==> config.mk <==
export PLATFORM = sky130hd
export DESIGN_NAME = p4_adder
export DESIGN_NICKNAME = d
export VERILOG_FILES = /design/src/rtl/p4_adder.sv
export SDC_FILE = /design/constraint.sdc
export NUM_CORES = 1
export LEC_CHECK = 0
export CORE_UTILIZATION = 39
export DETAILED_ROUTE_END_ITERATION = 7
export MAX_ROUTING_LAYER = met4
export PLACE_DENSITY_LB_ADDON = 0.08
export SLEW_MARGIN = 20
export SYNTH_ARGS = -nofsm -noshare
export SYNTH_HDL_FRONTEND = slang
export SYNTH_SLANG_ARGS = --single-unit
==> constraint.sdc <==
create_clock -name clk -period 3.85 [get_ports clk]
set_input_delay 0.5775 -clock clk [delete_from_list [all_inputs] [get_ports clk]]
set_output_delay 0.5775 -clock clk [all_outputs]
set_load 0.1 [all_outputs]
==> src/rtl/p4_adder.sv <==
`default_nettype none
// ============================================================================
// Module      : p4_adder
// Description : Sparse-tree adder, S = A + B + CIN, in the Pentium-4 style.
//               A prefix tree produces only the carry into every 4-bit block
//               (C0 = CIN, C4, C8, ..., C_DWIDTH).  Each block precomputes
//               ripple sums for carry-in 0 and carry-in 1 and selects one of
//               them with its block carry.
//               Combinational outputs are available directly; a registered
//               copy gives clocked consumers a one-cycle-latency result.
// Ports       : clk       - clock, rising edge active
//               rst       - asynchronous active-high reset (registered outputs)
//               Aif, Bif  - unsigned operands, DWIDTH bits
//               CIN       - carry-in
//               Scomb     - combinational sum mod 2^DWIDTH
//               COUT      - combinational carry-out
//               Ssync     - Scomb registered on rising clk
//               COUTsync  - COUT registered on rising clk
// Revision    : 1.0 - initial release
// ============================================================================
module p4_adder #(
    parameter int DWIDTH = 32
) (
    input  logic              clk,
    input  logic              rst,
    input  logic [DWIDTH-1:0] Aif,
    input  logic [DWIDTH-1:0] Bif,
    input  logic              CIN,
    output logic [DWIDTH-1:0] Scomb,
    output logic              COUT,
    output logic [DWIDTH-1:0] Ssync,
    output logic              COUTsync
);

    localparam int c_NBLK     = DWIDTH / 4;
    localparam int c_LOG_NBLK = $clog2(c_NBLK);

    logic [DWIDTH-1:0] w_g;
    logic [DWIDTH-1:0] w_p;
    logic              w_g0f;
    wire  [c_NBLK-1:0] w_blk_g;
    wire  [c_NBLK-1:0] w_blk_p;
    logic [c_NBLK-1:0] w_tree_g;
    logic [c_NBLK-1:0] w_tree_p;
    logic [c_NBLK:0]   w_c;
    wire  [DWIDTH-1:0] w_sum;

    logic [DWIDTH-1:0] r_sum;
    logic              r_cout;

    // Bit-level generate/propagate; CIN is absorbed into bit 0 so the tree
    // output for block k is directly the carry into block k+1.
    assign w_g   = Aif & Bif;
    assign w_p   = Aif ^ Bif;
    assign w_g0f = w_g[0] | (w_p[0] & CIN);

    // Tree levels 1 and 2: radix-2 combine inside each 4-bit block.
    for (genvar k = 0; k < c_NBLK; k++) begin : g_blk
        wire  w_gb0 = (k == 0) ? w_g0f : w_g[4*k];
        logic w_g10;
        logic w_p10;
        logic w_g32;
        logic w_p32;

        assign w_g10 = w_g[4*k+1] | (w_p[4*k+1] & w_gb0);
        assign w_p10 = w_p[4*k+1] & w_p[4*k];
        assign w_g32 = w_g[4*k+3] | (w_p[4*k+3] & w_g[4*k+2]);
        assign w_p32 = w_p[4*k+3] & w_p[4*k+2];

        assign w_blk_g[k] = w_g32 | (w_p32 & w_g10);
        assign w_blk_p[k] = w_p32 & w_p10;
    end

    // Remaining levels: prefix over block (G,P) pairs at distance 1,2,4,...
    // Indices are walked downward so each level reads only values that
    // still belong to the previous level.
    always_comb begin
        w_tree_g = w_blk_g;
        w_tree_p = w_blk_p;
        for (int l = 0; l < c_LOG_NBLK; l++) begin
            for (int k = c_NBLK - 1; k >= 0; k--) begin
                if (k >= (1 << l)) begin
                    w_tree_g[k] = w_tree_g[k] | (w_tree_p[k] & w_tree_g[k - (1 << l)]);
                    w_tree_p[k] = w_tree_p[k] & w_tree_p[k - (1 << l)];
                end
            end
        end
    end

    // w_c[k] is the carry into bit 4k.
    assign w_c = {w_tree_g, CIN};

    // Carry-select sum blocks.
    for (genvar k = 0; k < c_NBLK; k++) begin : g_sum
        logic [3:0] w_s0;
        logic [3:0] w_s1;
        logic       w_rc0;
        logic       w_rc1;

        always_comb begin
            w_rc0 = 1'b0;
            w_rc1 = 1'b1;
            w_s0  = '0;
            w_s1  = '0;
            for (int i = 0; i < 4; i++) begin
                w_s0[i] = w_p[4*k+i] ^ w_rc0;
                w_s1[i] = w_p[4*k+i] ^ w_rc1;
                w_rc0   = w_g[4*k+i] | (w_p[4*k+i] & w_rc0);
                w_rc1   = w_g[4*k+i] | (w_p[4*k+i] & w_rc1);
            end
        end

        assign w_sum[4*k +: 4] = w_c[k] ? w_s1 : w_s0;
    end

    assign Scomb = w_sum;
    assign COUT  = w_c[c_NBLK];

    always_ff @(posedge clk or posedge rst) begin
        if (rst) begin
            r_sum  <= '0;
            r_cout <= 1'b0;
        end else begin
            r_sum  <= w_sum;
            r_cout <= w_c[c_NBLK];
        end
    end

    assign Ssync    = r_sum;
    assign COUTsync = r_cout;

endmodule
`default_nettype wire

==> report_table.html <==
<table>
<tr><th>Metric</th><th>Value</th></tr>
<tr><th colspan="2">Min path</th></tr>
<tr><td>Worst Hold Class</td><td>primary input to async pin</td></tr>
<tr><th colspan="2">Logic synthesis</th></tr>
<tr><td>Area share of xor/xnor cells in the synthesized design</td><td>approximately 8%</td></tr>
<tr><td>Async SR Flop Fraction</td><td>100.0%</td></tr>
<tr><td>Cell area after synthesis</td><td>roughly 2400 um^2</td></tr>
<tr><td>Synthesized-area fraction occupied by and/or/nand/nor cells</td><td>6.467%</td></tr>
<tr><td>Number of distinct library cells after synthesis</td><td>35</td></tr>
<tr><td>Combinational family with the most area after synthesis</td><td>adder cells</td></tr>
<tr><td>FF+latch count, synth</td><td>33</td></tr>
<tr><td>Multiplexer share of the synthesized area</td><td>under 10%</td></tr>
<tr><td>Main synth FF type</td><td>dfrtp_1</td></tr>
<tr><td>Post-synth EDFFs</td><td>0</td></tr>
<tr><td>Sequential element share of the synthesized area</td><td>34.14%</td></tr>
<tr><td>Nets in the synthesized netlist</td><td>around 350</td></tr>
<tr><td>Adder and majority cell fraction of the synthesized area</td><td>between 20% and 30%</td></tr>
<tr><td>Average instance area after synthesis</td><td>around 10 um^2</td></tr>
<tr><td>Number of synthesis warnings</td><td>0</td></tr>
<tr><td>Synth Instances</td><td>~230</td></tr>
<tr><td>Area fraction in compound gates after synthesis</td><td>approximately 14%</td></tr>
<tr><th colspan="2">Floorplan</th></tr>
<tr><td>Die width</td><td>80.75 um</td></tr>
<tr><td>Cell row count</td><td>28</td></tr>
<tr><td>Floorplan die height</td><td>80.75 um</td></tr>
<tr><td>Effective utilization at floorplan</td><td>between 40% and 50%</td></tr>
<tr><td>Number of top-level pins</td><td>roughly 130</td></tr>
<tr><td>Floorplan core area</td><td>5956 um^2</td></tr>
<tr><td>Full die area</td><td>~6500 um^2</td></tr>
<tr><th colspan="2">Clock tree</th></tr>
<tr><td>Deepest clock path buffer count</td><td>2</td></tr>
<tr><td>H-Tree Depth</td><td>2</td></tr>
<tr><td>TritonCTS clock tree</td><td>done</td></tr>
<tr><td>Number of clock sinks</td><td>33</td></tr>
<tr><td>Clock edge transition at the registers on the reported setup and hold paths</td><td>70 ps</td></tr>
<tr><td>Number of buffers created by CTS</td><td>5</td></tr>
<tr><td>Root buffer cell</td><td>clkbuf_8</td></tr>
<tr><th colspan="2">Setup path</th></tr>
<tr><td>Worst setup path category</td><td>primary input to output port</td></tr>
<tr><td>Endpoint type of the worst setup path</td><td>output port</td></tr>
<tr><td>Arrival time at the worst endpoint</td><td>3230 ps</td></tr>
<tr><td>Critical Path Fanout Max</td><td>4</td></tr>
<tr><td>Startpoint class of the critical path</td><td>primary input</td></tr>
<tr><td>Critical Path RT</td><td>about 3300 ps</td></tr>
<tr><th colspan="2">Timing</th></tr>
<tr><td>Setup repair after global routing missed its margin</td><td>yes</td></tr>
<tr><td>Tightest Pin Transition</td><td>between 1000 and 1500 ps</td></tr>
<tr><td>Final setup fails</td><td>0</td></tr>
<tr><td>Headroom to the max-slew limit</td><td>approximately a third</td></tr>
<tr><td>Fmax</td><td>approximately 260 MHz</td></tr>
<tr><td>Final slew viol count</td><td>0</td></tr>
<tr><td>Min Clock Period, post-route</td><td>approximately 3800 ps</td></tr>
<tr><td>Post-route clock period utilization</td><td>between 90% and 100%</td></tr>
<tr><td>Number of hold-slack violations in the final timing report</td><td>0</td></tr>
<tr><th colspan="2">Final layout</th></tr>
<tr><td>Count of nets after finishing</td><td>approximately 540</td></tr>
<tr><td>Syn-to-layout area delta</td><td>109.3%</td></tr>
<tr><td>Share of layout cells above drive strength 1</td><td>about 40%</td></tr>
<tr><td>Post-route design area</td><td>approximately 5000 um^2</td></tr>
<tr><td>Filler Cells Inserted</td><td>339</td></tr>
<tr><th colspan="2">Routing</th></tr>
<tr><td>Total length of routed wires</td><td>roughly 7800 um</td></tr>
<tr><td>First DRT Iteration DRCs</td><td>61</td></tr>
<tr><td>Vias after detailed routing</td><td>2469</td></tr>
<tr><td>DRT antenna net count</td><td>0</td></tr>
<tr><td>Final routed DRC violation total</td><td>0</td></tr>
<tr><td>Total iterations of the first detailed-routing run</td><td>5</td></tr>
<tr><td>Routed length per instance</td><td>around 16 um</td></tr>
<tr><td>Via-per-instance ratio</td><td>about 4.9</td></tr>
<tr><th colspan="2">Placed design</th></tr>
<tr><td>Placed inst area</td><td>between 4000 and 5000 um^2</td></tr>
<tr><td>Port-buffer cells</td><td>approximately 130</td></tr>
<tr><td>Global placer's final weighted congestion</td><td>0.7864</td></tr>
<tr><td>Placed wire-length estimate after detailed placement</td><td>between 5000 and 6000 um</td></tr>
<tr><th colspan="2">Power and ir drop</th></tr>
<tr><td>Static leakage</td><td>roughly 2.4 nW</td></tr>
<tr><td>Switching power of the nets</td><td>roughly 1.7 mW</td></tr>
<tr><td>Combinational power share</td><td>75.5%</td></tr>
<tr><td>Cell Int Power</td><td>around 1.3 mW</td></tr>
<tr><td>Power density over the cells</td><td>577.0 nW/um^2</td></tr>
<tr><td>Total power</td><td>around 2.9 mW</td></tr>
<tr><td>Maximum VDD drop</td><td>about 0.00054 V</td></tr>
<tr><td>Switching power as a share of total power</td><td>between 50% and 60%</td></tr>
<tr><td>Proportion of power drawn by flip-flops and latches</td><td>between 10% and 20%</td></tr>
<tr><td>Clock power share</td><td>under 10%</td></tr>
<tr><th colspan="2">GRT</th></tr>
<tr><td>Residual overflow from global routing</td><td>0</td></tr>
<tr><td>Aggregate global-route resource usage</td><td>24.44%</td></tr>
<tr><td>First-pass GRT wire length</td><td>11730 um</td></tr>
<tr><td>Largest net degree at the start of global routing</td><td>34</td></tr>
<tr><td>Number of global-route vias before repair</td><td>roughly 2600</td></tr>
<tr><td>Initial antenna violation count</td><td>1</td></tr>
<tr><th colspan="2">Status</th></tr>
<tr><td>Result of the run</td><td>finished clean</td></tr>
<tr><th colspan="2">Flow run</th></tr>
<tr><td>Max-cap violation count</td><td>0</td></tr>
</table>
-- critical path, cell delays in order --
cell             delay, ps
clkdlybuf4s50_1        400
ha_1                   350
a21oi_2                200
o21ai_2                 90
buf_4                  140
o31ai_4                270
mux2i_2                280
o21ba_2                180
fa_2                   450
clkinvlp_4             110
buf_12                 170
-- metal layers --
layer / up-vias / global-route usage, % / part of all wire [%]
li1: 1158 / - / -
met3: 16 / 5.730 / 5.4
met1: 1200 / 25.35 / 38
met2: 95 / 44.92 / 55
met5: - / - / 0
met4: 0 / 8.750 / 1.8
-- per-stage QoR --
step / hold WS (ps) / setup WS (ps) / utilization, % / cells / TNS, ps
global placement: 1004 / -306.5 / 77.54 / 480 / -2375
detailed placement: 1014 / -384.5 / 77.54 / 480 / -3039
finish: 701.1 / 47.03 / 84.98 / 501 / 0
global route: 734.3 / -49.34 / 84.98 / 501 / -197.9
CTS: 704.6 / 2.183 / 82.42 / 496 / 0
floorplan: 706.4 / -299.0 / - / 231 / -454.9
-- cells in the final DEF (no fill, tap or decap), types with 5 or more instances in the layout --
master	n
clkdlybuf4s15_1	9
inv_1	34
clkbuf_8	6
xnor2_2	9
a21oi_1	7
a21o_1	5
dfrtp_1	33
clkdlybuf4s50_1	69
inv_2	9
a21oi_2	10
nand2_1	8
buf_4	55
ha_4	12
fa_2	5
buf_12	31
dlygate4sd2_1	13
ha_1	28
fa_1	5
-- final cells by class --
cell class / count / area (um^2) / area share, %
flip-flops and latches: 33 / 825.8 / 16.32
well taps: 75 / 93.84 / 1.854
repair buffers: 187 / 2027 / 40.05
clock buffers: 7 / 86.33 / 1.706
diodes: 1 / 2.502 / 0.04944
multi-input cells: 154 / 1857 / 36.69
inverters: 44 / 168.9 / 3.337
-- worst paths after layout --
path / startpoint / end / cells past startpoint
max: Aif[19] / Scomb[22] / 11
min: rst / Ssync[11] / 3
max in group asynchronous: rst / Ssync[29] / 3
min in group clk: Aif[1] / Ssync[1] / 2
-- power groups by stage --
stage	Combinational [mW]	Sequential (mW)	Clock (mW)
after floorplan	0.858	1.02	0
after global placement	2.11	0.446	0
after detailed placement	2.13	0.450	0
after CTS	2.17	0.443	0.280
after global routing	2.27	0.450	0.298
final	2.20	0.442	0.273
-- cells by family after synthesis --
group           Yosys count
buf+inv                  44
flops                    33
compound gates           49
fa+ha+maj                50
xor+xnor                 22
mux                       3
simple gates             30
-- sequential cells by signal, indices dropped and copies added, names as in the netlist --
register	cells
COUTsync	1
Ssync	32
-- Yosys cell counts (2+ instances only) --
master	count	share of area, %
and4_1	2	0.72
nor2_1	4	0.62
o21ba_2	2	0.83
o21ai_1	4	0.83
xnor2_1	15	5.4
a21oi_1	17	3.5
nor3_1	2	0.41
inv_1	44	6.8
a21o_1	5	1.6
nor2b_1	4	1.0
o21a_1	2	0.62
nand2_1	9	1.4
fa_1	10	8.3
xor2_1	7	2.5
nand4_1	4	1.0
o21ai_0	4	0.83
ha_1	40	21
nand3_1	2	0.41
o31ai_1	2	0.62
a211oi_1	3	0.93
mux2i_1	3	1.2
dfrtp_1	33	34
-- what timing repair did --
item                                    in CTS  in global routing
pin swaps                                   25                 24
endpoints found under the setup margin      13                 10
gates resized for setup                     60                 45
hold buffers                                 0                  0
setup buffers                                9                  4
Power figures use the tool's default switching activity.
